File: src/rtl/rram_blwl_prog_seq.sv
// rram_blwl_prog_seq: two-phase BL/WL programming sequencer for the 6T-RRAM configuration cell.
// Optional define RRAM_PROG_SKIP_EN: skip requests whose target equals the last programmed value.
module rram_blwl_prog_seq #(
  parameter int unsigned PULSE_CYCLES = 2,
  parameter int unsigned GAP_CYCLES   = 1
) (
  input  logic        prog_clock,
  input  logic        prog_reset,
  input  logic        req_valid,
  input  logic        req_data,
  output logic        req_ready,
  output logic [0:2]  bl,
  output logic [0:2]  wl,
  output logic        busy,
  output logic        done,
  output logic [15:0] prog_count
);

  typedef enum logic [2:0] {IDLE, PH1, GAP1, PH2, GAP2} state_t;

  localparam logic [7:0] PULSE_LOAD = 8'(PULSE_CYCLES - 1);
  localparam logic [7:0] GAP_LOAD   = (GAP_CYCLES == 0) ? 8'd0 : 8'(GAP_CYCLES - 1);
  localparam bit         HAS_GAP    = (GAP_CYCLES != 0);

  state_t     state;
  logic [7:0] cnt;
  logic       target;
  logic       phase_end;
  logic       finish;
  logic       skip_hit;
  logic [0:2] ph2_wl;

  assign phase_end = (cnt == '0);
  // Last timed state is GAP2, or PH2 when the gaps are compiled away.
  assign finish    = phase_end && ((state == GAP2) || (state == PH2 && !HAS_GAP));
  assign ph2_wl    = target ? 3'b010 : 3'b100;

`ifdef RRAM_PROG_SKIP_EN
  logic shadow_vld;
  logic shadow_val;

  assign skip_hit = shadow_vld && (shadow_val == req_data);

  always_ff @(posedge prog_clock) begin
    if (prog_reset) begin
      shadow_vld <= 1'b0;
      shadow_val <= 1'b0;
    end else if (finish) begin
      shadow_vld <= 1'b1;
      shadow_val <= target;
    end
  end
`else
  assign skip_hit = 1'b0;
`endif

  always_ff @(posedge prog_clock) begin
    if (prog_reset) begin
      state      <= IDLE;
      cnt        <= '0;
      target     <= 1'b0;
      bl         <= '0;
      wl         <= '0;
      busy       <= 1'b0;
      req_ready  <= 1'b1;
      done       <= 1'b0;
      prog_count <= '0;
    end else begin
      done <= 1'b0;
      if (finish) begin
        state      <= IDLE;
        cnt        <= '0;
        bl         <= '0;
        wl         <= '0;
        busy       <= 1'b0;
        req_ready  <= 1'b1;
        done       <= 1'b1;
        prog_count <= prog_count + 16'd1;
      end else begin
        case (state)
          IDLE: begin
            if (req_valid) begin
              target <= req_data;
              if (skip_hit) begin
                done <= 1'b1;
              end else begin
                state     <= PH1;
                cnt       <= PULSE_LOAD;
                bl        <= req_data ? 3'b010 : 3'b100;
                wl        <= 3'b001;
                busy      <= 1'b1;
                req_ready <= 1'b0;
              end
            end
          end
          PH1: begin
            if (!phase_end) begin
              cnt <= cnt - 8'd1;
            end else if (HAS_GAP) begin
              state <= GAP1;
              cnt   <= GAP_LOAD;
              bl    <= '0;
              wl    <= '0;
            end else begin
              state <= PH2;
              cnt   <= PULSE_LOAD;
              bl    <= 3'b001;
              wl    <= ph2_wl;
            end
          end
          GAP1: begin
            if (!phase_end) begin
              cnt <= cnt - 8'd1;
            end else begin
              state <= PH2;
              cnt   <= PULSE_LOAD;
              bl    <= 3'b001;
              wl    <= ph2_wl;
            end
          end
          PH2: begin
            if (!phase_end) begin
              cnt <= cnt - 8'd1;
            end else begin
              state <= GAP2;
              cnt   <= GAP_LOAD;
              bl    <= '0;
              wl    <= '0;
            end
          end
          GAP2: begin
            cnt <= cnt - 8'd1;
          end
          default: begin
            state <= IDLE;
          end
        endcase
      end
    end
  end

endmodule

File: config.mk
export PLATFORM = sky130hd
export DESIGN_NAME = rram_blwl_prog_seq
export DESIGN_NICKNAME = d
export VERILOG_FILES = /design/src/rtl/rram_blwl_prog_seq.sv
export SDC_FILE = /design/constraint.sdc
export NUM_CORES = 1
export LEC_CHECK = 0
export CORE_UTILIZATION = 57
export CTS_CLUSTER_SIZE = 28
export DETAILED_ROUTE_END_ITERATION = 6
export GPL_TIMING_DRIVEN = 0
export PLACE_DENSITY_LB_ADDON = 0.15
export SETUP_SLACK_MARGIN = 0.15
export SYNTH_ARGS = -nofsm -noshare
export SYNTH_HDL_FRONTEND = slang
export SYNTH_SLANG_ARGS = --single-unit
File: constraint.sdc
create_clock -name prog_clock -period 3.6 [get_ports prog_clock]
set_input_delay 0.72 -clock prog_clock [delete_from_list [all_inputs] [get_ports prog_clock]]
set_output_delay 0.72 -clock prog_clock [all_outputs]
set_load 0.02 [all_outputs]
Word-level counts from Yosys, hierarchy flattened
Index checks and enable logic that the tools add are counted.
{ "word_totals": {"wordCells": 52, "in_bits": 4, "register_bits": 37, "out_inout_bits": 25} }
{ "op_classes": {"eq_ne": 9, "muxes": 18, "addsub": 2, "n_reduce_logical": 12, "n_bitwise": 2} }
{ "ops": {"columns": ["cell", "count"], "rows": [
  ["$pmux W8 S4", 1],
  ["$mux W3", 10],
  ["$mux W8", 3],
  ["$pmux W3 S3", 2],
  ["$add A16 B1 Y16 const B", 1],
  ["$pmux W3 S5", 1],
  ["$logic_not A8 Y1", 1],
  ["$ne A2 B2 Y1 const B", 4],
  ["$sub A8 B1 Y8 const B", 1],
  ["$eq A3 B2 Y1 const B", 2],
  ["$reduce_and A5 Y1", 1],
  ["$reduce_and A2 Y1", 2],
  ["$reduce_and A4 Y1", 1],
  ["$reduce_bool A4 Y1", 1],
  ["$reduce_or A2 Y1", 2],
  ["$eq A3 B1 Y1 const B", 1],
  ["$eq A3 B3 Y1 const B", 1],
  ["$logic_not A3 Y1", 1],
  ["$reduce_and A3 Y1", 1],
  ["$reduce_bool A3 Y1", 1],
  ["$ne A2 B1 Y1 const B", 1],
  ["$not A1 Y1", 2],
  ["$logic_and A1 B1 Y1", 1],
  ["$mux W1", 1]
]} }

Logic depth before layout (Yosys ltp)
{ "logic_depth": {"ltp_word": 4, "ltp_mapped": 8, "mapped_depth_nobuf": 6} }

Worst setup path before layout
No wires, ideal clock.
{ "synth_path": {"path_kind": "reg2reg", "start": "register cnt[0]", "end": "register prog_count[15]", "arrival_ps": 1702, "path_buffers": 0, "setup_time_ps": 123, "setup_slack_ps": 1775, "t_required_ps": 3477, "synth_period_minus_slack_ps": 1825, "path_stages_with_launch": 7, "path_cell_list": "dfxtp_1 inv_1 ha_1 nor3b_4 nand3_2 nor4_1 mux2_1"} }
{ "synth_via": {"elab_chain_cells": 2} }
{ "synth_rtl": {"columns": ["item", "line_no", "text"], "rows": [
  ["start: declaration", "26", "logic [7:0] cnt;"],
  ["start signal: assignment", "98", "cnt <= cnt - 8'd1;"],
  ["start signal: assignment", "113", "cnt <= cnt - 8'd1;"],
  ["start signal: assignment", "123", "cnt <= cnt - 8'd1;"],
  ["$logic_not A8 Y1", "33", "assign phase_end = (cnt == '0);"],
  ["$logic_and A1 B1 Y1", "35", "assign finish = phase_end && ((state == GAP2) || (state == PH2 && !HAS_GAP));"],
  ["end signal: assignment", "78", "prog_count <= prog_count + 16'd1;"],
  ["end: declaration", "16", "output logic [15:0] prog_count"]
]} }
Every way passes these cells.
A chain may end at the register's enable or synchronous reset.

Worst setup path after layout
{ "layout_path": {"start": "register prog_count[3]", "end": "output prog_count[3]"} }
No word-level cell between the ends.

==> metrics.yaml <==
worst_setup_path:
  max_stage_delay_ns: 0.65
  arrival_ns: 1.44
  reg2regPathDepth: 6
  crit_buf_inv: 1
  critPathSlowestCell: "clkdlybuf4s50_1"
  required_ns: 2.88
  crit_chain: "clkdlybuf4s50_1"
  crit_path_end_kind: "output port"
  critPathMaxFanout: 6
  startpoint_type: "register"
  path_class: "register to output port"
  crit_family: "buffers and inverters"
  crit_cells: 1
synth:
  syn_area_per_cell_sq_um: 8.66
  synth_common_cells: "37 x dfxtp_1, 20 x a21oi_1, 15 x nand2_1, 15 x nor2_1"
  synth_top_family_by_area: "simple AND/OR/NAND/NOR gates"
  synthDistinctLibCells: 44
  synth_edf_count: 0
  synth_xor_area_frac: 0.0530
  ys_ff_latch: 37
  synth_fa_ha_area_frac: 0.0206
  yosys_warnings: 0
  synth-simple-area-share: 0.314
  synthCells: 210
  netlist_top_cells_area: "dfxtp_1 41%, a21oi_1 5.5%, xor2_1 5.3%"
  synth_compound_area_frac: 0.148
  yosysSeqAreaShare: 0.407
  synth_most_common_cell: "dfxtp_1"
  synthArstFlopShare: 0
  synth_flop_cell: "dfxtp_1"
  synthesis.area_sq_um: 1820
  yosys.area.top_type: "dfxtp_1"
  synth_top_area_share: 0.407
  synth.net_count: 217
  muxShareOfSynthArea: 0.00619
floorplanning:
  rows: 20
  die-area_sq_um: 3420
  die-height_um: 58.5
  initial_core_util: 0.600
  io_pins: 29
  fp.dieW_um: 58.5
  core_area_sq_um: 3030
route:
  wl_per_cell_um: 13.1
  drt_iter0_markers: 87
  wl_um: 3800
  drc: 0
  vias: 1675
  vias_per_cell: 5.78
  ant_nets: 0
  drt_pass1_iterations: 4
clock_tree:
  cts_tree: "built"
  cts_buffers: 5
  clk_pin_slew_worst_paths_ns: 0.11
  ctsResizeCount: 0
  cts_buffer_depth: 2
  worstSkewPairLatency_ns: 0.34
  post-cts-setup-buffers: 0
  h-tree-depth: 2
  holdBufCountCts: 0
  cts.sinks: 37
  cts_root_buf: "clkbuf_4"
global_route:
  grt_pass1_vias: 1424
  grt.total_usage: 0.237
  antenna_found_initial: 0
  grt_overflow_total: 0
  grt_max_degree: 11
  grt_pass1_wl_um: 6180
power:
  leakage_uw: 0.000765
  p_switching_uw: 700
  internal_power_uw: 894
  power.share.switching: 0.439
  clockPowerShare: 0.131
  p_per_area_nw_per_um2: 724
  p_seq_frac: 0.363
  power_frac_comb: 0.506
  vdd_drop_max_uv: 561
finish:
  layoutNonFillerInstCount: 290
  num_antenna_cells: 0
  nets: 252
  drive_gt1_frac: 0.0894
  syn2layout_area_growth_pct: 21.1
sta:
  maxSlewHeadroom: 0.672
  fmaxAchievable_mhz: 463
  slew_violations: 0
  clock_skew_ns: 0.0145
  setup_tns_ns: 0
  rsz0062_at_grt: "false"
  final.period_utilization: 0.600
  setup_ws_ns: 1.44
  worst_pin_slew_ns: 0.492
  fin_crit_ns: 2.16
  hold_viol: 0
  setup_viol: 0
place:
  portBuffers: 28
  gp_congestion: 0.856
  dpl.cell_count: 282
  pre_cts_slack_ns: 1.14
  place_hpwl_um: 2690
worst_hold_path:
  hold_path.class: "register to register"
  holdPathStages: 2
run:
  drv_cap: 0
run_status:
  status: "completed"
layout make-up:
type                       count  area (sq um)
inverter                       5          18.8
buffer                        13          73.8
fill                         244           826
timing repair buffer          28           280
tap                           44          55.1
sequential                    37           741
clock buffer                   8          48.8
multi-input combinational    155           985
cells by family (layout without fill, tap and decap cells):
| family | Yosys count | after routing |
|---|---|---|
| AND/OR/NAND/NOR | 95 | 95 |
| XOR/XNOR | 11 | 11 |
| multiplexers | 1 | 1 |
| flip-flops | 37 | 37 |
| AO/OA/AOI/OAI | 45 | 45 |
| buffers and inverters | 18 | 54 |
| adder cells (fa/ha/maj) | 3 | 3 |
routing by layer:
| layer | track usage | share of wire | vias to the layer above |
|---|---|---|---|
| li1 | - | - | 843 |
| met1 | 0.281 | 0.46 | 794 |
| met2 | 0.406 | 0.51 | 36 |
| met3 | 0.0593 | 0.031 | 2 |
| met4 | 0.102 | 0.0061 | 0 |
| met5 | 0 | 0 | - |
sequential cells by signal, indices dropped and copies added, names as in the netlist:
signal      flops
busy            1
state           3
cnt             8
req_ready       1
done            1
target          1
prog_count     16
wl              3
bl              3
power groups by stage:
stage | sequential (uW) | clock [uW] | combinational [uW]
global placement | 583 | 0 | 786
detailed placement | 587 | 0 | 800
floorplan | 596 | 0 | 602
global route | 588 | 234 | 884
CTS | 579 | 216 | 807
finish | 579 | 209 | 806
worst paths after layout:
| kind | startpoint | end | slack [ns] |
|---|---|---|---|
| max | prog_count[3]$_SDFFE_PP0P_ | prog_count[3] | 1.44 |
| min | busy$_SDFFE_PP0P_ | busy$_SDFFE_PP0P_ | 0.46 |
| max reg2reg | cnt[0]$_SDFFE_PP0P_ | prog_count[15]$_SDFFE_PP0P_ | 1.44 |
| min reg2reg | busy$_SDFFE_PP0P_ | busy$_SDFFE_PP0P_ | 0.46 |
cell usage in the layout (no fill, tap or decap), types with 2 or more instances in the layout:
cell | netlist | final
a21oi_1 | 20 | 20
or2_2 | 3 | 3
nand2_1 | 15 | 15
dfxtp_1 | 37 | 37
or4b_1 | 3 | 3
buf_1 | 2 | 2
nor3b_4 | 2 | 2
o31ai_1 | 4 | 4
or3_1 | 3 | 3
nand4_1 | 12 | 12
nand4b_1 | 2 | 2
nor2_1 | 15 | 15
ha_1 | 3 | 3
and3_1 | 2 | 2
inv_1 | 5 | 5
or4_1 | 4 | 4
clkbuf_1 | 3 | 6
nand3_1 | 10 | 10
xor2_1 | 11 | 11
nand3_2 | 2 | 2
o41ai_1 | 3 | 3
and2_1 | 2 | 2
buf_6 | 2 | 2
clkbuf_4 | 0 | 5
nor3_1 | 12 | 12
a21o_1 | 2 | 2
o21ai_0 | 9 | 9
buf_2 | 5 | 5
clkdlybuf4s50_1 | 0 | 28
metrics by stage:
stage / total power [uW] / instance area [sq um] / util / hold slack, ns
after floorplan: 1200 / 1820 / - / 0.444
final: 1590 / 2200 / 0.727 / 0.458
after detailed placement: 1390 / 2150 / 0.711 / 0.443
after global placement: 1370 / 2150 / 0.711 / 0.440
after CTS: 1600 / 2200 / 0.727 / 0.465
after global routing: 1710 / 2200 / 0.727 / 0.484
(Power assumes the default switching activity.)
